### config.mk
export PLATFORM = sky130hd
export DESIGN_NAME = syn_fifo_gen
export DESIGN_NICKNAME = d
export VERILOG_FILES = /design/src/rtl/syn_fifo_gen_pkg.sv /design/src/rtl/syn_fifo_gen_regf.sv /design/src/rtl/syn_fifo_gen.sv
export SDC_FILE = /design/constraint.sdc
export NUM_CORES = 1
export LEC_CHECK = 0
export ABC_CLOCK_PERIOD_IN_PS = 3600
export BUFFER_PORTS_ARGS = -buffer_cell sky130_fd_sc_hd__clkbuf_2
export CAP_MARGIN = 20
export CORE_MARGIN = 10
export CORE_UTILIZATION = 50
export CTS_CLUSTER_SIZE = 8
export DETAILED_ROUTE_END_ITERATION = 10
export HOLD_SLACK_MARGIN = 0.15
export MAX_ROUTING_LAYER = met4
export PLACE_DENSITY_LB_ADDON = 0.15
export SLEW_MARGIN = 30
export SYNTH_ARGS = -nofsm -noshare
export SYNTH_HDL_FRONTEND = slang
export SYNTH_SLANG_ARGS = --single-unit
### constraint.sdc
create_clock -name clk -period 3.6 [get_ports clk]
set_input_delay 0.18 -clock clk [delete_from_list [all_inputs] [get_ports clk]]
set_output_delay 0.18 -clock clk [all_outputs]
set_load 0.02 [all_outputs]
### src/rtl/syn_fifo_gen_pkg.sv
// Shared constants for the parametrised FIFO: level width helper and
// output-mode encodings.
package syn_fifo_gen_pkg;

  localparam int FWFT_ON  = 1;
  localparam int FWFT_OFF = 0;

  // Occupancy needs one bit more than a pointer to represent a full FIFO.
  function automatic int lvl_w(input int addr_width);
    return addr_width + 1;
  endfunction

  localparam int LVL_W_DEF = lvl_w(6);

endpackage

### src/rtl/syn_fifo_gen_regf.sv
// DEPTH x DATA_WIDTH storage: one synchronous write port, one asynchronous
// read port. Contents are deliberately not reset.
module fifo_regf_2p #(
  parameter int DATA_WIDTH = 8,
  parameter int ADDR_WIDTH = 6,
  parameter int DEPTH      = 42
) (
  input  logic                  clk,
  input  logic                  we,
  input  logic [ADDR_WIDTH-1:0] waddr,
  input  logic [DATA_WIDTH-1:0] wdata,
  input  logic [ADDR_WIDTH-1:0] raddr,
  output logic [DATA_WIDTH-1:0] rdata
);

  logic [DATA_WIDTH-1:0] mem_q [DEPTH];

  always_ff @(posedge clk) begin
    if (we) mem_q[waddr] <= wdata;
  end

  assign rdata = mem_q[raddr];

endmodule

### src/rtl/syn_fifo_gen.sv
// Single-clock FIFO with arbitrary depth, programmable thresholds, sticky
// error flags and selectable first-word-fall-through or registered output.
module syn_fifo_gen
  import syn_fifo_gen_pkg::*;
#(
  parameter int DATA_WIDTH = 8,
  parameter int ADDR_WIDTH = 6,
  parameter int DEPTH      = 42,
  parameter int AFULL_THR  = DEPTH - 2,
  parameter int AEMPTY_THR = 2,
  parameter int FWFT       = 1
) (
  input  logic                          clk,
  input  logic                          rst,
  input  logic                          flush,
  input  logic                          wr_en,
  input  logic [DATA_WIDTH-1:0]         data_in,
  input  logic                          rd_en,
  output logic [DATA_WIDTH-1:0]         data_out,
  output logic                          empty,
  output logic                          full,
  output logic                          almost_empty,
  output logic                          almost_full,
  output logic [lvl_w(ADDR_WIDTH)-1:0]  level,
  output logic                          overflow,
  output logic                          underflow,
  input  logic                          clr_err
);

  localparam int LW = lvl_w(ADDR_WIDTH);
  localparam logic [LW-1:0]         LVL_FULL = LW'(DEPTH);
  localparam logic [LW-1:0]         LVL_AF   = LW'(AFULL_THR);
  localparam logic [LW-1:0]         LVL_AE   = LW'(AEMPTY_THR);
  localparam logic [ADDR_WIDTH-1:0] PTR_LAST = ADDR_WIDTH'(DEPTH - 1);

  logic [ADDR_WIDTH-1:0] wr_ptr_q, wr_ptr_d, rd_ptr_q, rd_ptr_d;
  logic [LW-1:0]         level_q, level_d;
  logic                  ovf_q, ovf_d, unf_q, unf_d;
  logic                  wr_acc, rd_acc;
  logic [DATA_WIDTH-1:0] rd_data;

  // Flags come straight from the registered level so they never glitch.
  assign empty        = (level_q == '0);
  assign full         = (level_q == LVL_FULL);
  assign almost_empty = (level_q <= LVL_AE);
  assign almost_full  = (level_q >= LVL_AF);
  assign level        = level_q;
  assign overflow     = ovf_q;
  assign underflow    = unf_q;

  // A read frees a slot in the same cycle, so a write into a full FIFO
  // is still accepted when paired with a read.
  assign rd_acc = rd_en & ~empty & ~flush;
  assign wr_acc = wr_en & (~full | rd_acc) & ~flush;

  always_comb begin
    wr_ptr_d = wr_ptr_q;
    rd_ptr_d = rd_ptr_q;
    level_d  = level_q;
    if (flush) begin
      wr_ptr_d = '0;
      rd_ptr_d = '0;
      level_d  = '0;
    end else begin
      if (wr_acc) wr_ptr_d = (wr_ptr_q == PTR_LAST) ? '0 : wr_ptr_q + 1'b1;
      if (rd_acc) rd_ptr_d = (rd_ptr_q == PTR_LAST) ? '0 : rd_ptr_q + 1'b1;
      case ({wr_acc, rd_acc})
        2'b10:   level_d = level_q + 1'b1;
        2'b01:   level_d = level_q - 1'b1;
        default: level_d = level_q;
      endcase
    end
  end

  // A same-cycle rejection beats clr_err; flush neither sets nor clears.
  always_comb begin
    ovf_d = (clr_err ? 1'b0 : ovf_q) | (~flush & wr_en & ~wr_acc);
    unf_d = (clr_err ? 1'b0 : unf_q) | (~flush & rd_en & empty);
  end

  always_ff @(posedge clk or posedge rst) begin
    if (rst) begin
      wr_ptr_q <= '0;
      rd_ptr_q <= '0;
      level_q  <= '0;
      ovf_q    <= 1'b0;
      unf_q    <= 1'b0;
    end else begin
      wr_ptr_q <= wr_ptr_d;
      rd_ptr_q <= rd_ptr_d;
      level_q  <= level_d;
      ovf_q    <= ovf_d;
      unf_q    <= unf_d;
    end
  end

  fifo_regf_2p #(
    .DATA_WIDTH (DATA_WIDTH),
    .ADDR_WIDTH (ADDR_WIDTH),
    .DEPTH      (DEPTH)
  ) u_regf (
    .clk   (clk),
    .we    (wr_acc),
    .waddr (wr_ptr_q),
    .wdata (data_in),
    .raddr (rd_ptr_q),
    .rdata (rd_data)
  );

  generate
    if (FWFT == FWFT_ON) begin : g_fwft
      assign data_out = empty ? '0 : rd_data;
    end else begin : g_reg
      logic [DATA_WIDTH-1:0] dout_q;
      always_ff @(posedge clk or posedge rst) begin
        if (rst)         dout_q <= '0;
        else if (flush)  dout_q <= '0;
        else if (rd_acc) dout_q <= rd_data;
      end
      assign data_out = dout_q;
    end
  endgenerate

endmodule

== Word level (Yosys, flattened, before mapping) ==
Memory sizes are Yosys's and may differ from the RTL's.
Index checks and enable logic that the tools add are counted.

* Register bits: 21
* Latch bits: 0
* Memory bits (writable): 336
* ROM bits: 0
* Word-level logic and storage cells: 49
* Memories kept: 1

{| class="wikitable"
|+ Memory list
! name !! words !! bits a word !! rd ports !! clocked after memory_dff !! write ports !! line !! text
|-
| u_regf.mem_q || 42 || 8 || 1 || 0 || 1 || syn_fifo_gen_regf.sv:16 || <nowiki>logic [DATA_WIDTH-1:0] mem_q [DEPTH];</nowiki>
|}

* Add/subtract/negate cells: 4
* Multipliers: 0
* Div/mod/pow operators: 0
* Order comparisons: 2
* Eq/ne operators: 5
* Shifts and indexed selects: 0
* Muxes and demuxes: 13
* Bitwise logic cells: 15
* Reduce and logical (&&, ||, !) cells: 4

{| class="wikitable"
|+ Operator list
! cell !! number
|-
| $mux 6 || 6
|-
| $pmux 7 s2 || 1
|-
| $add 6x1->6 const B || 2
|-
| $eq 6x6->1 const B || 2
|-
| $and 1x1->1 || 8
|-
| $mux 8 || 1
|-
| $add 7x1->7 const B || 1
|-
| $eq 7x6->1 const B || 1
|-
| $ge 7x6->1 const B || 1
|-
| $le 7x2->1 const B || 1
|-
| $logic_not 7->1 || 1
|-
| $mux 7 || 1
|-
| $sub 7x1->7 const B || 1
|-
| $mux 1 || 4
|-
| $not 1->1 || 4
|-
| $reduce_bool 2->1 || 2
|-
| $or 1x1->1 || 3
|-
| $reduce_bool 3->1 || 1
|-
| $eq 2x1->1 const B || 1
|-
| $eq 2x2->1 const B || 1
|}

== Logic depth before layout (Yosys ltp) ==
Gate-level depths: netlist (run 1).

* Word-level depth: 10
* Depth in mapped cells: 10

== Modules after synthesis ==
Synthesis (run 1) repeated with hierarchy kept, for this count alone.

* Cell total of the unflattened synthesis: 906
* Area, all modules: 15123.3 um2

{| class="wikitable"
|+ Modules (own cells, without submodules)
! module !! instances !! cells each !! area an instance (um2) !! sequential area each (um2)
|-
| fifo_regf_2p || 1 || 731 || 13599.3 || 10089.7
|-
| syn_fifo_gen || 1 || 175 || 1524.0 || 525.5
|}

== Worst setup path after synthesis (run 1) ==
No wires, ideal clock.

* Kind: reg-to-reg
* Start point: reg level_q[0], in the netlist level[0]
* End point: reg level_q[6], in the netlist level[6]
* Library setup time: 0.134 ns
* Arrival: 2.756 ns
* Required time: 3.466 ns
* Slack: 0.710 ns
* Stages on the path, launching flop included: 11
* Cell sequence: dfrtp_1 > nor3_1 > a211oi_2 > buf_2 > xor2_1 > ha_1 > nor4_1 > a21oi_1 > or3b_2 > a41oi_1 > mux2i_1

* Word-level cells in the longest chain between the ends: 10

{| class="wikitable"
|+ RTL lines
! what !! line !! text
|-
| start: declaration || syn_fifo_gen.sv:37 || <nowiki>logic [LW-1:0] level_q, level_d;</nowiki>
|-
| start signal: assignment || syn_fifo_gen.sv:91 || <nowiki>level_q <= level_d;</nowiki>
|-
| $logic_not 7->1 || syn_fifo_gen.sv:43 || <nowiki>assign empty = (level_q == '0);</nowiki>
|-
| $not 1->1 || syn_fifo_gen.sv:53 || <nowiki>assign rd_acc = rd_en & ~empty & ~flush;</nowiki>
|-
| $and 1x1->1 (2 in series) || syn_fifo_gen.sv:53 ||
|-
| $or 1x1->1 || syn_fifo_gen.sv:54 || <nowiki>assign wr_acc = wr_en & (~full | rd_acc) & ~flush;</nowiki>
|-
| $and 1x1->1 (2 in series) || syn_fifo_gen.sv:54 ||
|-
| $eq 2x1->1 / $eq 2x2->1 (equally long branches) || syn_fifo_gen.sv:67 || <nowiki>case ({wr_acc, rd_acc})</nowiki>
|-
| $pmux 7 s2 || syn_fifo_gen.sv:67 ||
|-
| $mux 7 || syn_fifo_gen.sv:60 || <nowiki>if (flush) begin</nowiki>
|}

Several ways; a longest one is shown, not always the timed one.
A chain may end at the register's enable or synchronous reset.

== Worst setup path in the final report (run 1) ==
* Start point: reg rd_ptr_q[1]
* End point: out data_out[4]

* Word-level cells in the longest chain between the ends: 2

{| class="wikitable"
|+ RTL lines
! what !! line !! text
|-
| start: declaration || syn_fifo_gen.sv:36 || <nowiki>logic [ADDR_WIDTH-1:0] wr_ptr_q, wr_ptr_d, rd_ptr_q, rd_ptr_d;</nowiki>
|-
| start signal: assignment || syn_fifo_gen.sv:90 || <nowiki>rd_ptr_q <= rd_ptr_d;</nowiki>
|-
| $mem_v2 42x8 || -- ||
|-
| $mux 8 || syn_fifo_gen.sv:112 || <nowiki>assign data_out = empty ? '0 : rd_data;</nowiki>
|-
| end: declaration || syn_fifo_gen.sv:19 || <nowiki>output logic [DATA_WIDTH-1:0] data_out,</nowiki>
|}

No other way between the ends.

==> qor.txt, run 1 <==
Adder-Cell Fraction of Synth Area: 0.00514
Max transition margin: 0.384
Row Count: 62
Post-layout net count: 894
CTS tree: yes
Clock skew: 0.0176 ns
Setup crit start kind: flip-flop
NetSw: 2.17 mW
Skew-Pair Late Insertion Delay: 0.55 ns
Crit Path Class: reg2out
Max clock buf depth: 3
Die Height: 191 µm
Maximum vdd drop: 0.000338 V
Int Power: 7.55 mW
Initial core utilization: 0.508
Routed len/inst: 25.5 µm
CTS buffer count: 50
Initial antenna violation count: 1
Slew Viols, Final: 0
DR pass1 iterations: 5
Worst-margin pin slew: 0.920 ns
Data required, critical path: 3.42 ns
CTS sink count: 357
Via count: 7735
Final setup vio count: 0
Final Hold Fails: 0
Tot GR Track Use: 0.185
Area of the core: 28800 µm²
Final RePlAce weighted congestion: 0.917
Main combinational cell family by area after synthesis: multiplexers
Fill count: 2090
Hold Path Class: in2reg
Unique masters post-synth: 59
Cell area after layout: 16800 µm²
Clock network power share: 0.422
Layout cells sized above 1: 0.262
Max-capacitance violation count: 0
Reg clk slew, reported paths: 0.05 ns
Post-CTS Setup Bufs: 0
Status: complete, no violations
HPWL Detailed: 20300 µm
Post-synthesis mux area share: 0.154
Seq cells post-synth: 357
H-tree depth: 2
Most frequent cells in the layout: edfxtp_1, mux4_2, clkbuf_16, nor2_1, nand2_1
Area of the multi-input gates: 3740 µm²
Total wire length: 32300 µm
Register area share after synthesis: 0.726
Switch share: 0.224
Syn_nets: 812
GRT Residual Overflow: 0
Final worst-path cycle share: 0.944
Compound-gate portion of the synthesized area: 0.0441
EDFF count, synth: 336
# placed instances: 1200
Critical path fanouts, max: 47
FF+latch area: 10600 µm²
Cell Area, Synth: 14600 µm²
PostCTS Resize Cnt: 0
Leakage power: 5.33 nW
Iter 0 DRT Violations: 586
Period minus WS final: 3.40 ns
RSZ-0062 raised after global routing: no
Comb pwr share: 0.097
Setup TNS: 0 ns
Core Util, Final: 0.582
Syn Area/Cell: 18.4 µm²
Post-DP Area: 15300 µm²
Finished Layout Cells: 1268
Remaining antenna violation count: 0
Via density: 6.10
DRC: 0
Yosys warns: 0
Top Ports: 35
Die area: 36500 µm²
Post-Synth Simple-Gate Area: 0.0506
Ys async rst share: 0.0588
Clk root buf: clkbuf_16
Synth Flop Type: edfxtp_1
Pwr/cell area: 580 nW/µm²
Synth Instances: 792
Crit. End Element: output port
CP arrival: 3.22 ns
Port Buffers: 34
Pin count of the biggest net entering global routing: 48
Seq pwr share: 0.480
Most common cell after layout, fill and taps aside: edfxtp_1
Xor/xnor share of the synthesized area: 0.00240
Post-CTS Hold Fix Bufs: 6
Fmax: 294 MHz
First-pass GRT wire length: 49600 µm
Vias in the first global route: 8078
Die width: 191 µm
Area delta synth->final: 14.6%
==> final cells by class <==
cell class              instances  share of cell area
repair buffers                 74              0.0297
clock buffers                  59              0.0792
diodes                          1            0.000149
flip-flops and latches        357               0.634
inverters                      11             0.00246
well taps                     384              0.0287
clock inverters                 2             0.00202
multi-input cells             380               0.223
==> metal layers <==
layer,global-route usage,routed length [µm]
met5,-,0
met4,0.0460,596
met3,0.0341,1790
met2,0.295,15900
met1,0.243,14100
==> logic make-up after synthesis <==
group,count (synthesis)
DFF,357
and+or+nand+nor,153
muxes,125
AOI/OAI and AO/OA,92
buffers and inverters,55
adders and majority gates,6
xor gates and xnor gates,4
==> per-stage QoR <==
step / hold slack (ns) / setup slack (ns) / total power, mW
floorplan: 0.157 / 0.710 / 5.36
global placement: 0.362 / 0.594 / 5.67
detailed placement: 0.363 / 0.473 / 5.69
CTS: 0.364 / 0.166 / 9.81
global route: 0.358 / 0.0590 / 10.1
finish: 0.306 / 0.202 / 9.72
==> registers in the layout, summed over array words and instances, names as in the netlist <==
signal and cells:
level 7, rd_ptr_q 6, underflow 1, wr_ptr_q 6, u_regf.mem_q 336, overflow 1
==> power by group through the flow <==
stage / Clock (mW) / Sequential [mW] / Combinational, mW
after CTS: 4.18 / 4.67 / 0.954
final: 4.11 / 4.67 / 0.945
after global placement: 0 / 4.75 / 0.928
after floorplan: 0 / 4.68 / 0.680
after global routing: 4.36 / 4.67 / 1.02
after detailed placement: 0 / 4.75 / 0.944
==> final timing paths <==
path                             start  slack (ns)  cells past startpoint                  to
max                        rd_ptr_q[1]        0.20                      7         data_out[4]
min                         data_in[2]        0.31                      1  u_regf.mem_q[6][2]
max reg2reg                   level[1]        0.43                     10            level[6]
min reg2reg                   overflow        0.59                      2            overflow
max in group asynchronous          rst        2.64                      3         rd_ptr_q[2]
min in group asynchronous          rst        0.34                      3            level[1]
==> synthesized netlist by cell type, types with 5 or more instances <==
cell | count | share of area
edfxtp_1 | 336 | 0.69
clkbuf_1 | 15 | 0.0039
o2111ai_1 | 6 | 0.0036
buf_2 | 15 | 0.0051
inv_1 | 11 | 0.0028
mux4_2 | 78 | 0.12
ha_1 | 6 | 0.0051
nor2_1 | 50 | 0.013
o221ai_1 | 6 | 0.0036
dfrtp_1 | 21 | 0.036
nand2_1 | 39 | 0.010
nand3_1 | 19 | 0.0065
mux2_2 | 16 | 0.012
or3_1 | 5 | 0.0021
a22oi_1 | 5 | 0.0026
o21ai_0 | 23 | 0.0079
nor3_1 | 9 | 0.0031
a21oi_1 | 15 | 0.0051
mux2i_1 | 31 | 0.021
nand2b_1 | 6 | 0.0026
buf_1 | 8 | 0.0021
a22o_1 | 5 | 0.0030
==> critical path, stage by stage (launching register included) <==
cell,delay [ns]
dfrtp_4,0.92
buf_4,0.43
mux4_2,0.38
mux2_2,0.28
mux2i_1,0.17
nor3_1,0.08
a31o_1,0.21
clkbuf_2,0.16
Power figures use the tool's default switching activity.
==> run 2, diff against run 1 <==
BUFFER_PORTS_ARGS = unset   (was -buffer_cell sky130_fd_sc_hd__clkbuf_2)
CAP_MARGIN = unset   (was 20)
DONT_BUFFER_PORTS = 1   (was unset)
REMOVE_ABC_BUFFERS = 1   (was unset)
==> qor.txt, run 2 (same netlist as run 1, synthesis figures left out) <==
Most common cell after layout, fill and taps aside: edfxtp_1
Layout cells sized above 1: 0.238
Die area: 36500 µm²
Initial core utilization: 0.508
Final worst-path cycle share: 0.920
Largest reg by FF count: u_regf.mem_q
Critical path fanouts, max: 17
Core Util, Final: 0.587
Leakage power: 5.32 nW
Skew-Pair Late Insertion Delay: 0.56 ns
CP arrival: 3.13 ns
Pin count of the biggest net entering global routing: 44
Via count: 7693
Hold Path Class: in2async
Clock skew: 0.0106 ns
Fmax: 302 MHz
Post-DP Area: 15200 µm²
Initial antenna violation count: 0
Status: complete, no violations
PostCTS Resize Cnt: 0
Top Ports: 35
Final Power: 9.74 mW
Max FFs per register: 336
Setup crit start kind: flip-flop
GRT Residual Overflow: 0
Grt peak-use layer: met2
DR pass1 iterations: 4
CTS sink count: 357
Setup slack, reg-to-reg: 0.51 ns
DRC: 0
FF+latch area: 10600 µm²
Final worst setup slack: 0.289 ns
Met3 Usage GRT: 0.0450
Crit. Startpoint: rd_ptr_q[0]
Worst-margin pin slew: 0.893 ns
Final RePlAce weighted congestion: 0.866
Maximum vdd drop: 0.000393 V
First-pass GRT wire length: 49700 µm
Finished Layout Cells: 1267
Cell area after layout: 16900 µm²
Row Count: 62
Post-layout net count: 882
Slew Viols, Final: 0
Max clock buf depth: 3
Reg clk slew, reported paths: 0.05 ns
Reg-to-reg endpoint: level[6]
Data required, critical path: 3.42 ns
Tot GR Track Use: 0.188
Antenna Cells: 0
Die Height: 191 µm
H-tree depth: 2
Grt met1 use: 0.246
Crit. End Element: output port
HPWL Detailed: 20200 µm
Max-capacitance violation count: 0
CTS tree: yes
Fill count: 2111
Total wire length: 32900 µm
Worst R2R Path Depth: 9
Remaining antenna violation count: 0
Area delta synth->final: 15.6%
Crit Path Class: reg2out
Pre-CTS setup slack: 0.550 ns
# placed instances: 1170
Area of the multi-input gates: 3740 µm²
GR met2 Demand/Resource: 0.289
Crit Reg-Reg Startpoint: level[5]
CP Capture Point: data_out[5]
Clk root buf: clkbuf_16
Iter 0 DRT Violations: 699
Final Hold Fails: 0
Final setup vio count: 0
Most frequent cells in the layout: edfxtp_1, mux4_2, nor2_1, clkbuf_16, nand2_1
Pwr/cell area: 577 nW/µm²
RSZ-0062 raised after global routing: no
Routed len/inst: 26.0 µm
Die width: 191 µm
Final hold slack: 0.140 ns
Max transition margin: 0.403
Port Buffers: 0
CTS buffer count: 50
Period minus WS final: 3.31 ns
Vias in the first global route: 7987
Via density: 6.07
Area of the core: 28800 µm²
Setup TNS: 0 ns
run 2: changes by cell type in the layout (fill, tap and decap cells not counted), sizes merged:
cell         previous run  this run
inv                    11        12
diode                   1         0
clkbuf                 89        69
buf                    38        46
clkinv                  2         3
dlygate4sd3             6        16
run 2: routing by layer:
metal	up-vias	routed length, µm
met4	0	794
met5	-	0
li1	3347	-
met2	269	16200
met1	4017	13400
met3	60	2550
run 2: layout make-up:
class,count,share of cell area
Inverter,11,0.00244
Clock buffer,69,0.0783
Clock inverter,4,0.00378
Sequential cell,357,0.629
Multi-Input combinational cell,380,0.221
Timing Repair Buffer,62,0.0366
Tap cell,384,0.0284
run 2: worst max-delay path: stages, from the launching register on:
cell     delay, ns
dfrtp_4       0.66
buf_4         0.30
mux4_2        0.52
mux4_2        0.54
mux2i_1       0.19
nor3_1        0.06
a31o_1        0.28
run 2: how the worst min path moves through the flow:
| stage | start | endpoint | depth (start not counted) | slack (ns) |
|---|---|---|---|---|
| floorplan | rst | level[0] | 1 | 0.16 |
| global placement | flush | level[3] | 1 | 0.25 |
| detailed placement | flush | level[3] | 1 | 0.25 |
| CTS | wr_en | level[5] | 5 | 0.19 |
| global route | rst | level[1] | 2 | 0.19 |
| finish | rst | overflow | 2 | 0.14 |
run 2: timing repair:
item                      4_1_cts  5_1_grt
setup buffers                   0        0
hold endpoints to repair      382        0
hold buffers                   24        0
run 2: power by group:
group | leakage, nW | switching (mW) | internal, mW | total [mW]
Sequential | 3.30 | 0.0662 | 4.58 | 4.64
Clock | 0.668 | 1.62 | 2.52 | 4.14
Combinational | 1.35 | 0.534 | 0.425 | 0.959
